===== src/rtl/irq_pending_controller_if.sv =====
// Bundle between SoC interrupt sources/core and the pending interrupt controller.
// The slave modport is the controller side; master is the core/SoC side.
interface irq_pending_controller_if #(
   parameter int N = 8
);
   localparam int IDW = $clog2(N);

   logic [N-1:0]   irq;
   logic [N-1:0]   edge_mode;
   logic [N-1:0]   mask;
   logic           irq_valid;
   logic [IDW-1:0] irq_id;
   logic           irq_ack;
   logic           eoi;
   logic           in_service;
   logic [N-1:0]   pending;

   modport slave (
      input  irq, edge_mode, mask, irq_ack, eoi,
      output irq_valid, irq_id, in_service, pending
   );

   modport master (
      output irq, edge_mode, mask, irq_ack, eoi,
      input  irq_valid, irq_id, in_service, pending
   );
endinterface


===== src/rtl/irq_pending_controller.sv =====
// Interrupt controller: per-source pending latches (edge/level), masking,
// highest-index priority and an ack/eoi claim handshake with registered outputs.
module irq_pending_cell (
   input  logic clk,
   input  logic rst_n,
   input  logic irq,
   input  logic edge_mode,
   input  logic clr,
   output logic pend
);
   logic irq_q;

   // Set beats clear so a rise coinciding with the claim is never lost.
   always_ff @(posedge clk or negedge rst_n) begin
      if (!rst_n) begin
         irq_q <= 1'b0;
         pend  <= 1'b0;
      end else begin
         irq_q <= irq;
         if (edge_mode) pend <= (irq & ~irq_q) | (pend & ~clr);
         else           pend <= irq;
      end
   end
endmodule

module irq_pending_controller #(
   parameter int N = 8
) (
   input logic                      clk,
   input logic                      rst_n,
   irq_pending_controller_if.slave  bus
);
   localparam int IDW = $clog2(N);

   typedef enum logic [1:0] {IDLE, ASSERT, SERVICE} state_t;

   state_t         state, state_nxt;
   logic [N-1:0]   pend, clr, eligible;
   logic [IDW-1:0] winner, id_q, id_nxt;
   logic           claim, valid, svc;

   assign claim    = (state == ASSERT) && bus.irq_ack;
   assign eligible = pend & ~bus.mask;

   for (genvar i = 0; i < N; i++) begin : g_src
      assign clr[i] = claim && (id_q == IDW'(i));
      irq_pending_cell u_cell (
         .clk       (clk),
         .rst_n     (rst_n),
         .irq       (bus.irq[i]),
         .edge_mode (bus.edge_mode[i]),
         .clr       (clr[i]),
         .pend      (pend[i])
      );
   end

   // Later (higher) indices overwrite earlier ones: highest index wins.
   always_comb begin
      winner = '0;
      for (int i = 0; i < N; i++)
         if (eligible[i]) winner = IDW'(i);
   end

   always_ff @(posedge clk or negedge rst_n) begin
      if (!rst_n) begin
         state <= IDLE;
         id_q  <= '0;
      end else begin
         state <= state_nxt;
         id_q  <= id_nxt;
      end
   end

   // Ack takes precedence over an eligibility drop: the core already saw irq_valid.
   always_comb begin
      state_nxt = state;
      id_nxt    = id_q;
      case (state)
         IDLE:
            if (|eligible) begin
               state_nxt = ASSERT;
               id_nxt    = winner;
            end
         ASSERT:
            if (bus.irq_ack)      state_nxt = SERVICE;
            else if (~|eligible)  state_nxt = IDLE;
            else                  id_nxt    = winner;
         SERVICE:
            if (bus.eoi) state_nxt = IDLE;
         default: state_nxt = IDLE;
      endcase
   end

   always_comb begin
      valid = (state == ASSERT);
      svc   = (state == SERVICE);
   end

   assign bus.irq_valid  = valid;
   assign bus.in_service = svc;
   assign bus.irq_id     = id_q;
   assign bus.pending    = pend;
endmodule


===== src/flat_wrapper.sv =====
// flat-port wrapper written by rule: the top's interface ports become plain ports
module irq_pending_controller_flat 
#(
   parameter int N = 8
)
  (clk, rst_n, bus_irq, bus_edge_mode, bus_mask, bus_irq_ack, bus_eoi, bus_irq_valid, bus_irq_id, bus_in_service, bus_pending);
  irq_pending_controller_if #(.N(N)) bus_i ();
  input logic clk;
  input logic rst_n;
  input wire logic [$bits(bus_i.irq)-1:0] bus_irq;
  input wire logic [$bits(bus_i.edge_mode)-1:0] bus_edge_mode;
  input wire logic [$bits(bus_i.mask)-1:0] bus_mask;
  input wire logic [$bits(bus_i.irq_ack)-1:0] bus_irq_ack;
  input wire logic [$bits(bus_i.eoi)-1:0] bus_eoi;
  output wire logic [$bits(bus_i.irq_valid)-1:0] bus_irq_valid;
  output wire logic [$bits(bus_i.irq_id)-1:0] bus_irq_id;
  output wire logic [$bits(bus_i.in_service)-1:0] bus_in_service;
  output wire logic [$bits(bus_i.pending)-1:0] bus_pending;
  assign bus_i.irq = bus_irq;
  assign bus_i.edge_mode = bus_edge_mode;
  assign bus_i.mask = bus_mask;
  assign bus_i.irq_ack = bus_irq_ack;
  assign bus_i.eoi = bus_eoi;
  assign bus_irq_valid = bus_i.irq_valid;
  assign bus_irq_id = bus_i.irq_id;
  assign bus_in_service = bus_i.in_service;
  assign bus_pending = bus_i.pending;
  irq_pending_controller #(.N(N)) u_core (.clk(clk), .rst_n(rst_n), .bus(bus_i));
endmodule

===== config.mk =====
export PLATFORM = sky130hd
export DESIGN_NAME = irq_pending_controller_flat
export DESIGN_NICKNAME = d
export VERILOG_FILES = /design/src/rtl/irq_pending_controller_if.sv /design/src/rtl/irq_pending_controller.sv /design/src/flat_wrapper.sv
export SDC_FILE = /design/constraint.sdc
export NUM_CORES = 1
export LEC_CHECK = 0
export CORE_MARGIN = 1
export CORE_UTILIZATION = 35
export DETAILED_ROUTE_END_ITERATION = 10
export PLACE_DENSITY = 0.64
export SYNTH_ARGS = -nofsm -noshare
export SYNTH_HDL_FRONTEND = slang
export SYNTH_SLANG_ARGS = --single-unit

===== constraint.sdc =====
create_clock -name clk -period 1.9 [get_ports clk]
set_input_delay 0.38 -clock clk [delete_from_list [all_inputs] [get_ports clk]]
set_output_delay 0.38 -clock clk [all_outputs]
set_load 0.1 [all_outputs]

==> flow_summary.ini <==
[global_route]
busiest_layer = met2
gr-usage-met1 = 0.1799
use_met2 = 0.2788
grt_start_max_net_pins = 22
grt_pass1_vias = 841
grt_pass1_wl_mm = 3.760
antenna_found_initial = 0
grt_overflow = 0
grtUsageMet3 = 0.06089
track_usage = 0.1561

[cts]
cts_resized = 0
cts_tree = built
clkSinkCount = 21
cts_htree_levels = 1
clock_latency_ps = 300
cts_buffer_depth = 2
path_clk_slew_ps = 120
ctsRootBufferMaster = clkbuf_4
hold_buffers = 0
post_cts_buffers = 0
cts_buffers = 3

[worst_setup_path]
cp-end-kind = flip-flop
crit_type = in -> reg
cp.arrival_ps = 1920
cp_max_fo = 4
cpPeakStageDelay_ps = 460
r2r_cells = 4
crit_family = buffers and inverters
cp-start-kind = primary input
rr_endpoint = u_core.bus.irq_id[2]
worstSetupPathDepth = 5
crit_buf_inv = 1
cp_slowest_cell = clkdlybuf4s50_1
rr_startpoint = u_core.g_src[5].u_cell.pend
critical_path.cell_chain = clkdlybuf4s50_1 > nand2b_4 > nand4_4 > o41ai_4 > mux2_1
r2r_slack_ps = 260
cp.required_ps = 2100

[logic_synthesis]
synth_cells = 86
syn_avg_cell_area_um2 = 11.55
netlist.top_cell.by_area = dfrtp_1
synth_seq_area_share = 0.5290
synth-seq-cells = 21
synth_area_um2 = 993.5
yosysTopAreaCellShare = 0.5290
synth_area_leaders = dfrtp_1, a32o_1, buf_4
synthDistinctLibCells = 22
ys_warn_count = 0
syn_nets = 114

[finish]
multi_input_area_um2 = 400.4
drive_gt1_frac = 0.2326
nets = 158
design_area_um2 = 1588
diodes = 0
area_delta_synth_final_pct = 59.82
nFillCells = 217
ff_latch_area_um2 = 525.5
fin_cells = 159

[pwr]
powerDensity_nw_per_um2 = 1318
vdd_drop_max_mv = 1.600
p_leak_nw = 0.6937

[sta]
skew_ps = 2.470
finalHoldViolations = 0
tightest_slew_ps = 351.5
finalCritPeriodShare = 0.9064
setup_viol = 0
setup-tns-final_ps = 0
drv_slew = 0
fin_crit_ps = 1722
rsz0062_at_grt = false
fmax_ghz = 0.5807
slew_headroom = 0.7649

[placement]
portBuffers = 40
dp_cells = 155
post_dp_cell_area_um2 = 1562
hpwl_mm = 1.717
place_congestion = 0.8159

[route]
via_per_inst = 4.937
first_pass_iters = 4
wl_per_cell_um = 13.35
antenna_left = 0
drt-initial-drc-count = 9
drc = 0
vias = 785
drt_wl_total_mm = 2.123

[run]
cap_violations = 0

[floorplanning]
coreArea_um2 = 2567
die_height_um = 55.28
rows = 18
dieWidth_um = 55.28
ios = 41
dieArea_um2 = 3055
start_util = 0.3869

[outcome]
status = finished clean

[worst_hold_path]
holdCritPathClass = in -> async
==> registers in the layout, summed over array words and instances, names as in the netlist <==
signal	flops
u_core.g_src.u_cell.irq_q	8
u_core.g_src.u_cell.pend	8
u_core.bus.irq_id	3
u_core.state	2
==> how the worst max path moves through the flow <==
| stage | slack (ps) | startpoint | end |
|---|---|---|---|
| floorplan | 150 | u_core.bus.irq_id[2] | u_core.g_src[7].u_cell.pend |
| global placement | -100 | bus_mask[5] | u_core.bus.irq_id[0] |
| detailed placement | -160 | bus_mask[5] | u_core.bus.irq_id[2] |
| CTS | 170 | bus_mask[5] | u_core.bus.irq_id[2] |
| global route | 130 | bus_mask[5] | u_core.bus.irq_id[2] |
| finish | 180 | bus_mask[5] | u_core.bus.irq_id[2] |
==> cell usage after synthesis <==
| master | count |
|---|---|
| a21oi_1 | 1 |
| a2bb2oi_1 | 1 |
| a31oi_1 | 1 |
| a32o_1 | 8 |
| and3_1 | 1 |
| buf_4 | 8 |
| dfrtp_1 | 21 |
| inv_1 | 4 |
| mux2_1 | 2 |
| mux2i_1 | 1 |
| nand2_1 | 16 |
| nand2b_1 | 3 |
| nand2b_4 | 4 |
| nand3_1 | 2 |
| nand3b_1 | 1 |
| nand4_4 | 1 |
| nor2_1 | 3 |
| nor2b_1 | 4 |
| o211ai_1 | 1 |
| o21ai_0 | 1 |
| o21ai_1 | 1 |
| o41ai_4 | 1 |
==> where the power goes <==
group / switching (W) / leakage, nW / internal, W
registers: 0.000128 / 0.242 / 0.000526
clock network: 0.000137 / 0.0150 / 0.0000819
logic: 0.000731 / 0.436 / 0.000488
total: 0.000997 / 0.694 / 0.00110
==> logic make-up (layout without fill, tap and decap cells) <==
logic type / after synthesis / count (layout) / synth area share
simple gates: 35 / 35 / 0.2166
compound gates: 15 / 15 / 0.1461
buf+inv: 12 / 55 / 0.07556
flops: 21 / 21 / 0.5290
mux: 3 / 3 / 0.03274
==> layout make-up <==
cell class,count,share of cell area
clock buffer,4,0.01655
sequential,21,0.3310
tap,30,0.02364
multi-input combinational,53,0.2522
inverter,4,0.009456
timing repair buffer,47,0.3672
==> metrics by stage <==
step	power, W	hold slack, ps	utilization	worst slack [ps]
floorplan	0.001414	84.41	-	153.6
global placement	0.001873	529.7	0.6082	-95.99
detailed placement	0.001883	540.8	0.6082	-161.6
CTS	0.002108	411.6	0.6184	167.5
global route	0.002184	427.3	0.6184	125.5
finish	0.002093	402.7	0.6184	177.8
==> per-layer routing <==
| metal | wire length (um) | up-vias |
|---|---|---|
| li1 | - | 381 |
| met1 | 907 | 374 |
| met2 | 1062 | 28 |
| met3 | 146 | 2 |
| met4 | 7 | 0 |
| met5 | 0 | - |
==> cells in the final DEF, fill, tap and decap left out, types with 2 or more instances in the layout <==
cell and count:
dfrtp_1 21, nor2b_1 3, mux2_1 2, a32o_1 8
nand2b_4 4, nor2_1 3, nand2b_1 3, nand2_1 16
clkbuf_4 3, buf_12 13, clkdlybuf4s50_1 27, nand3_1 2
inv_1 4, buf_4 7
No activity file was read; power rests on OpenSTA's default activity.
